$ cat config.mk
export PLATFORM = sky130hd
export DESIGN_NAME = set_bit_scanner
export DESIGN_NICKNAME = d
export VERILOG_FILES = /design/src/rtl/set_bit_scan_pkg.sv /design/src/rtl/prio_enc.sv /design/src/rtl/set_bit_scanner.sv
export SDC_FILE = /design/constraint.sdc
export NUM_CORES = 1
export LEC_CHECK = 0
export CORE_MARGIN = 2
export CORE_UTILIZATION = 56
export DETAILED_ROUTE_END_ITERATION = 8
export DONT_BUFFER_PORTS = 1
export PLACE_DENSITY = 0.76
export SYNTH_ARGS = -nofsm -noshare
export SYNTH_HDL_FRONTEND = slang
export SYNTH_SLANG_ARGS = --single-unit
$ cat constraint.sdc
create_clock -name clk -period 4.43 [get_ports clk]
set_input_delay 1.329 -clock clk [delete_from_list [all_inputs] [get_ports clk]]
set_output_delay 1.329 -clock clk [all_outputs]
set_load 0.03 [all_outputs]
$ cat src/rtl/set_bit_scan_pkg.sv
// set_bit_scan_pkg
// Shared types and width-generic bit-scan helpers for set_bit_scanner.
// All helpers take a MAX_WIDTH-bit word. Callers zero-extend narrower words
// and truncate the results to their own index/count widths.
//   msb_index(word)      : index of highest set bit, 0 when word is zero
//   lsb_index(word)      : index of lowest set bit, 0 when word is zero
//   popcount(word)       : number of set bits
//   onehot_or_zero(word) : 1 when at most one bit is set
package set_bit_scan_pkg;

    localparam int MAX_WIDTH = 64;
    localparam int MAX_IDX_W = $clog2(MAX_WIDTH);
    localparam int MAX_CNT_W = $clog2(MAX_WIDTH + 1);

    typedef enum logic {
        IDLE = 1'b0,
        SCAN = 1'b1
    } scan_state_t;

    // Ascending scan: the last set bit seen is the highest one.
    function automatic logic [MAX_IDX_W-1:0] msb_index(input logic [MAX_WIDTH-1:0] word);
        logic [MAX_IDX_W-1:0] idx;
        idx = '0;
        for (int i = 0; i < MAX_WIDTH; i++) begin
            if (word[i]) begin
                idx = MAX_IDX_W'(i);
            end
        end
        return idx;
    endfunction

    // Descending scan: the last set bit seen is the lowest one.
    function automatic logic [MAX_IDX_W-1:0] lsb_index(input logic [MAX_WIDTH-1:0] word);
        logic [MAX_IDX_W-1:0] idx;
        idx = '0;
        for (int i = MAX_WIDTH - 1; i >= 0; i--) begin
            if (word[i]) begin
                idx = MAX_IDX_W'(i);
            end
        end
        return idx;
    endfunction

    function automatic logic [MAX_CNT_W-1:0] popcount(input logic [MAX_WIDTH-1:0] word);
        logic [MAX_CNT_W-1:0] cnt;
        cnt = '0;
        for (int i = 0; i < MAX_WIDTH; i++) begin
            cnt = cnt + MAX_CNT_W'(word[i]);
        end
        return cnt;
    endfunction

    // Clearing the lowest set bit leaves zero exactly when at most one bit was set.
    function automatic logic onehot_or_zero(input logic [MAX_WIDTH-1:0] word);
        return (word & (word - MAX_WIDTH'(1))) == '0;
    endfunction

endpackage

$ cat src/rtl/prio_enc.sv
// prio_enc
// Combinational priority encoder used on the scanner's work register.
// Ports:
//   in  [IN_WIDTH]  : word to encode
//   pos [OUT_WIDTH] : index of highest set bit (LSB_FIRST=0) or lowest set
//                     bit (LSB_FIRST=1); 0 when in is zero
// IN_WIDTH must lie between 2 and set_bit_scan_pkg::MAX_WIDTH.
module prio_enc
    import set_bit_scan_pkg::*;
#(
    parameter int IN_WIDTH  = 8,
    parameter int LSB_FIRST = 0,
    localparam int OUT_WIDTH = $clog2(IN_WIDTH)
) (
    input  logic [IN_WIDTH-1:0]  in,
    output logic [OUT_WIDTH-1:0] pos
);

    logic [MAX_WIDTH-1:0] in_ext;

    assign in_ext = MAX_WIDTH'(in);

    generate
        if (LSB_FIRST != 0) begin : g_lsb_first
            assign pos = OUT_WIDTH'(lsb_index(in_ext));
        end else begin : g_msb_first
            assign pos = OUT_WIDTH'(msb_index(in_ext));
        end
    endgenerate

endmodule

$ cat src/rtl/set_bit_scanner.sv
// set_bit_scanner
// Accepts a word over valid/ready and emits the index of each set bit, one
// beat per cycle, MSB-first (LSB_FIRST=0) or LSB-first (LSB_FIRST=1).
// Ports:
//   clk, rst            : clock, synchronous active-high reset
//   in_valid/in_ready   : input handshake; in_ready is high only in IDLE
//   in_data  [IN_WIDTH] : word to scan
//   out_valid/out_ready : output beat handshake; out_valid is high only in SCAN
//   out_pos  [OUT_WIDTH]: index of current set bit
//   out_last            : final beat of current word
//   out_zero            : captured word was all zeros (single beat, pos 0)
//   out_count[CNT_WIDTH]: popcount of captured word, constant across its beats
module set_bit_scanner
    import set_bit_scan_pkg::*;
#(
    parameter int IN_WIDTH  = 8,
    parameter int LSB_FIRST = 0,
    localparam int OUT_WIDTH = $clog2(IN_WIDTH),
    localparam int CNT_WIDTH = $clog2(IN_WIDTH + 1)
) (
    input  logic                 clk,
    input  logic                 rst,
    input  logic                 in_valid,
    output logic                 in_ready,
    input  logic [IN_WIDTH-1:0]  in_data,
    output logic                 out_valid,
    input  logic                 out_ready,
    output logic [OUT_WIDTH-1:0] out_pos,
    output logic                 out_last,
    output logic                 out_zero,
    output logic [CNT_WIDTH-1:0] out_count
);

    scan_state_t          state_reg, state_next;
    logic [IN_WIDTH-1:0]  work_reg, work_next;
    logic [CNT_WIDTH-1:0] count_reg, count_next;
    logic                 zero_reg, zero_next;
    logic [IN_WIDTH-1:0]  clear_mask;

    prio_enc #(
        .IN_WIDTH  (IN_WIDTH),
        .LSB_FIRST (LSB_FIRST)
    ) u_prio_enc (
        .in  (work_reg),
        .pos (out_pos)
    );

    // One-hot mask of the bit currently being presented. For a zero word
    // this selects bit 0, and clearing an already-clear bit is harmless.
    genvar gi;
    generate
        for (gi = 0; gi < IN_WIDTH; gi++) begin : g_clear_mask
            assign clear_mask[gi] = (out_pos == OUT_WIDTH'(gi));
        end
    endgenerate

    assign in_ready  = (state_reg == IDLE);
    assign out_valid = (state_reg == SCAN);
    // Work is zero in IDLE and after reset, so out_last reads 1 there.
    assign out_last  = onehot_or_zero(MAX_WIDTH'(work_reg));
    assign out_zero  = zero_reg;
    assign out_count = count_reg;

    always_comb begin
        state_next = state_reg;
        work_next  = work_reg;
        count_next = count_reg;
        zero_next  = zero_reg;
        case (state_reg)
            IDLE: begin
                if (in_valid) begin
                    work_next  = in_data;
                    count_next = CNT_WIDTH'(popcount(MAX_WIDTH'(in_data)));
                    zero_next  = (in_data == '0);
                    state_next = SCAN;
                end
            end
            SCAN: begin
                // in_valid is ignored here, including on the last beat, so a
                // waiting word is taken in the following IDLE cycle.
                if (out_ready) begin
                    work_next = work_reg & ~clear_mask;
                    if (out_last) begin
                        state_next = IDLE;
                    end
                end
            end
            default: begin
                state_next = IDLE;
            end
        endcase
    end

    always_ff @(posedge clk) begin
        if (rst) begin
            state_reg <= IDLE;
            work_reg  <= '0;
            count_reg <= '0;
            zero_reg  <= 1'b0;
        end else begin
            state_reg <= state_next;
            work_reg  <= work_next;
            count_reg <= count_next;
            zero_reg  <= zero_next;
        end
    end

endmodule

# [Word level (Yosys, flattened, before mapping)]
# Index checks and enable logic that the tools add are counted.
[totals] register_bits=14 in_bits=12 output_inout_bits=11
[op_classes] add_sub_neg=8 eq_ne=9 n_mux=14 bitwise=4 n_reduce_logical=5
[op_table] operator="bitwise AND 8 x 64 -> 64 bit" count=1
[op_table] operator="zero test 64 bit" count=1
[op_table] operator="adder 4 x 1 -> 4 bit" count=4
[op_table] operator="2-to-1 mux 8 bit" count=2
[op_table] operator="one-hot mux 8 bit (2 select lines)" count=1
[op_table] operator="equality test 3 bit, second input constant" count=4
[op_table] operator="2-to-1 mux 3 bit" count=4
[op_table] operator="subtractor 8 x 1 -> 9 bit, second input constant" count=1
[op_table] operator="bitwise AND 8 bit" count=1
[op_table] operator="zero test 8 bit" count=1
[op_table] operator="inverter 8 bit" count=1
[op_table] operator="equality test 3 x 2 -> 1 bit, second input constant" count=2
[op_table] operator="adder 3 x 1 -> 4 bit" count=1
[op_table] operator="2-to-1 mux 1 bit" count=4
[op_table] operator="2-to-1 mux 2 bit" count=2
[op_table] operator="!= test 2 bit, second input constant" count=2
[op_table] operator="AND reduction 2 bit" count=2
[op_table] operator="adder 2 x 1 -> 3 bit" count=1
[op_table] operator="equality test 3 x 1 -> 1 bit, second input constant" count=1
[op_table] operator="zero test 3 bit" count=1
[op_table] operator="adder 1 x 1 -> 2 bit" count=1
[op_table] operator="one-hot mux 1 bit (2 select lines)" count=1
[op_table] operator="inverter 1 bit" count=1

# [Longest topological paths before layout]
[depth] ltp_word=12 mapped_depth=11

# [By module]
# Synthesis repeated with hierarchy kept, for this count alone.
[hier_totals] hier_cells=111 hier_area_um2=877.1
[modules_own_cells] module="set_bit_scanner" n_inst=1 cells_each=101 area_each_um2=832.0
[modules_own_cells] module="prio_enc" n_inst=1 cells_each=10 area_each_um2=45.0

# [Least setup slack after synthesis]
# OpenSTA, ideal clock, no wires.
[synth_timing] path_kind="input port to flip-flop" startpoint="input in_data[0]" endpoint="register count_reg[2], in the netlist out_count[2]" arrival_time_ps=3695 t_required_ps=4360 slack_ps=664 stages=11 path_buffers=0 path_cell_list="inv_1 -> fa_1 -> fa_1 -> fa_1 -> inv_1 -> ha_1 -> inv_1 -> fa_1 -> xnor2_1 -> nand2_1 -> a21oi_1"
[synth_between] elab_chain_len=7
[synth_rtl] element="start, declared" line="set_bit_scanner.sv:25" text="input logic [IN_WIDTH-1:0] in_data,"
[synth_rtl] element="adder 1 x 1 -> 2 bit" line="set_bit_scan_pkg.sv:48" text="cnt = cnt + MAX_CNT_W'(word[i]);"
[synth_rtl] element="adder 2 x 1 -> 3 bit" line="set_bit_scan_pkg.sv:48"
[synth_rtl] element="adder 3 x 1 -> 4 bit" line="set_bit_scan_pkg.sv:48"
[synth_rtl] element="adder 4 x 1 -> 4 bit (4 in a row)" line="set_bit_scan_pkg.sv:48"
[synth_rtl] element="end signal, assigned" line="set_bit_scanner.sv:103" text="count_reg <= count_next;"
[synth_rtl] element="end, declared" line="set_bit_scanner.sv:36" text="logic [CNT_WIDTH-1:0] count_reg, count_next;"
# Every way passes these cells.
# A chain may end at the register's enable or synchronous reset.

# [Worst setup path after layout]
# Same ends and word-level chain as after synthesis.

==> results.cfg <==
[run_status]
outcome = finished, final reports clean

[synthesis]
async_flop_share_pct = 0
dominantRegCellSynth = dfxtp_1
synth_common_cells = inv_1 (16), dfxtp_1 (14), a21oi_1 (13)
netlist.area_leader.share_pct = 31.0
syn_area_um2 = 903
synth_enable_flop_cells = 0
synth_top_area_cell = dfxtp_1
syn-instance-count = 112
seq_area_frac_synth_pct = 31.0
ys_types = 33
synth_seq_cells = 14
yosys_warnings = 0
yosysMostFrequentCell = inv_1
syn_area_per_cell_um2 = 8.07
synth_area_leaders = dfxtp_1 (31%), fa_1 (8.9%), a21oi_1 (7.2%)
syn-num-nets = 132

[route]
viasPerCell = 6.23
postRouteAntennaNets = 0
vias = 797
routed_wl_mm = 1.99
avgRoutedWirePerCell_um = 15.5
drt_pre_antenna_iters = 4
drcViolationCount = 0
drt-initial-drc-count = 26

[layout]
drive_gt1_share_pct = 7.14
synthToLayoutAreaGrowth_pct = 2.91
post-route-util_pct = 61.7
n_antenna_cell = 0
fin_nets = 133
final_design_area_no_fill_um2 = 930
largest_reg_flops = 8

[sta]
period_share_pct = 82.3
timing.fmax_mhz = 274
worst_slew_pin_slew_ps = 963
maxSlewHeadroom_pct = 35.2
fin_tns_setup_ps = 0
setup_violations = 0
period_minus_slack_ps = 3650
slew_viol_final = 0
rsz0062_at_grt = false
hold_viol = 0
worst_clock_skew_ps = 4.65
hold_ws_ps = 542

[floorplanning]
dieWidth_um = 44.2
core-area_um2 = 1510
dieArea_um2 = 1950
start_util_pct = 60.0
dieHeight_um = 44.2
io_pins = 23
placementRows = 14

[clocking]
cts_buffers = 3
clk_latency_ps = 290
htree_levels = 1
cts_tree = built
clock-sinks = 14
root_buffer = clkbuf_4
cts_hold_buffers = 0
clk_path_buf_depth = 2
cts.clk_slew.worst_paths_ps = 80
cts.repair.resized = 0
post_cts_buffers = 0

[worst_setup_path]
worst-path-max-fanout = 2
crit_arrival_ps = 3870
crit_required_ps = 4660
crit_type = input port to register
worstSetupEndpointType = register
crit_path_start = in_data[0]
worstSetupStartpointType = input port
rr_startpoint = out_valid

[power]
switchingPower_uw = 138
seqPwrFrac_pct = 44.4
power_uw = 367
peakVddDrop_mv = 0.212
combPwrFrac_pct = 30.4
p_leak_nw = 0.385
swShare_pct = 37.5
p_clk_share_pct = 25.2
power-per-cell-area_nw_per_um2 = 395
internal_power_uw = 229

[global_routing]
grtUsageMet2_pct = 39.1
antenna_found_initial = 0
grt_overflow = 0
grt_max_degree = 16
use_met1_pct = 28.5
grtUsageTotal_pct = 25.0
first_global_vias = 831
busiest_layer = met2
use_met3_pct = 11.0
grt_pass1_wl_mm = 3.51

[flow_run]
drv_cap = 0

[min_path]
min_from = work_reg[6]
hold_class = register to register

[placement]
placed_cell_area_um2 = 893
port_buffers = 0
dpl.hpwl_mm = 1.52
gp_congestion = 0.885
[path summary, 6_finish.rpt]
path,to,depth (start not counted),slack (ps)
worst max-delay path,out_count[2],11,780
worst min-delay path,work_reg[6],2,540
worst max register to register,work_reg[0],4,2610
worst min register to register,work_reg[6],2,540
[area by class of cell]
class                      count  area (um^2)
clock buffer                   4         36.3
fill                         132          577
sequential                    14          280
multi-input combinational     78          533
tap                           16         20.0
inverter                      16         60.1
[worst max-delay path: stages]
cell     delay, ps
inv_1           50
fa_1           570
fa_1           440
fa_1           440
inv_1           70
ha_1           150
inv_1           50
fa_1           370
xnor2_1        160
nand2_1         70
a21oi_1        170
[power by group through the flow]
stage	clock network [mW]	registers (mW)	logic (mW)
2_1_floorplan	0	0.161	0.100
3_3_place_gp	0	0.165	0.110
3_5_place_dp	0	0.165	0.112
4_1_cts	0.0952	0.162	0.113
5_1_grt	0.101	0.165	0.127
6_report	0.0926	0.163	0.111
[per-stage QoR]
stage	setup WS, ps	instances
finish	784	128
global route	677	128
CTS	780	128
detailed placement	476	124
global placement	574	124
floorplan	664	112
[cell usage in the layout, fill, tap and decap left out, drive strengths merged, types with 3 or more instances in the layout]
cell / n
a21oi: 13
o311ai: 3
a31oi: 3
nand3: 3
ha: 4
nor2: 8
dfxtp: 14
o21ai: 6
nand2: 12
fa: 4
inv: 16
clkbuf: 4
[logic make-up (layout without fill, tap and decap cells)]
kind of cell    Yosys count  count (layout)  share of synthesized area [%]
simple gates             33              33                           18.3
flops                    14              14                           31.0
fa+ha+maj                 8               8                           14.4
buf+inv                  20              20                           9.97
xor+xnor                  1               1                          0.970
compound gates           36              36                           25.3
[routing by layer]
layer	up-vias	part of all wire, %
met1	361	41
met2	37	46
met3	7	10
li1	392	-
met5	-	0
met4	0	2.6
No activity file was read; power rests on OpenSTA's default activity.
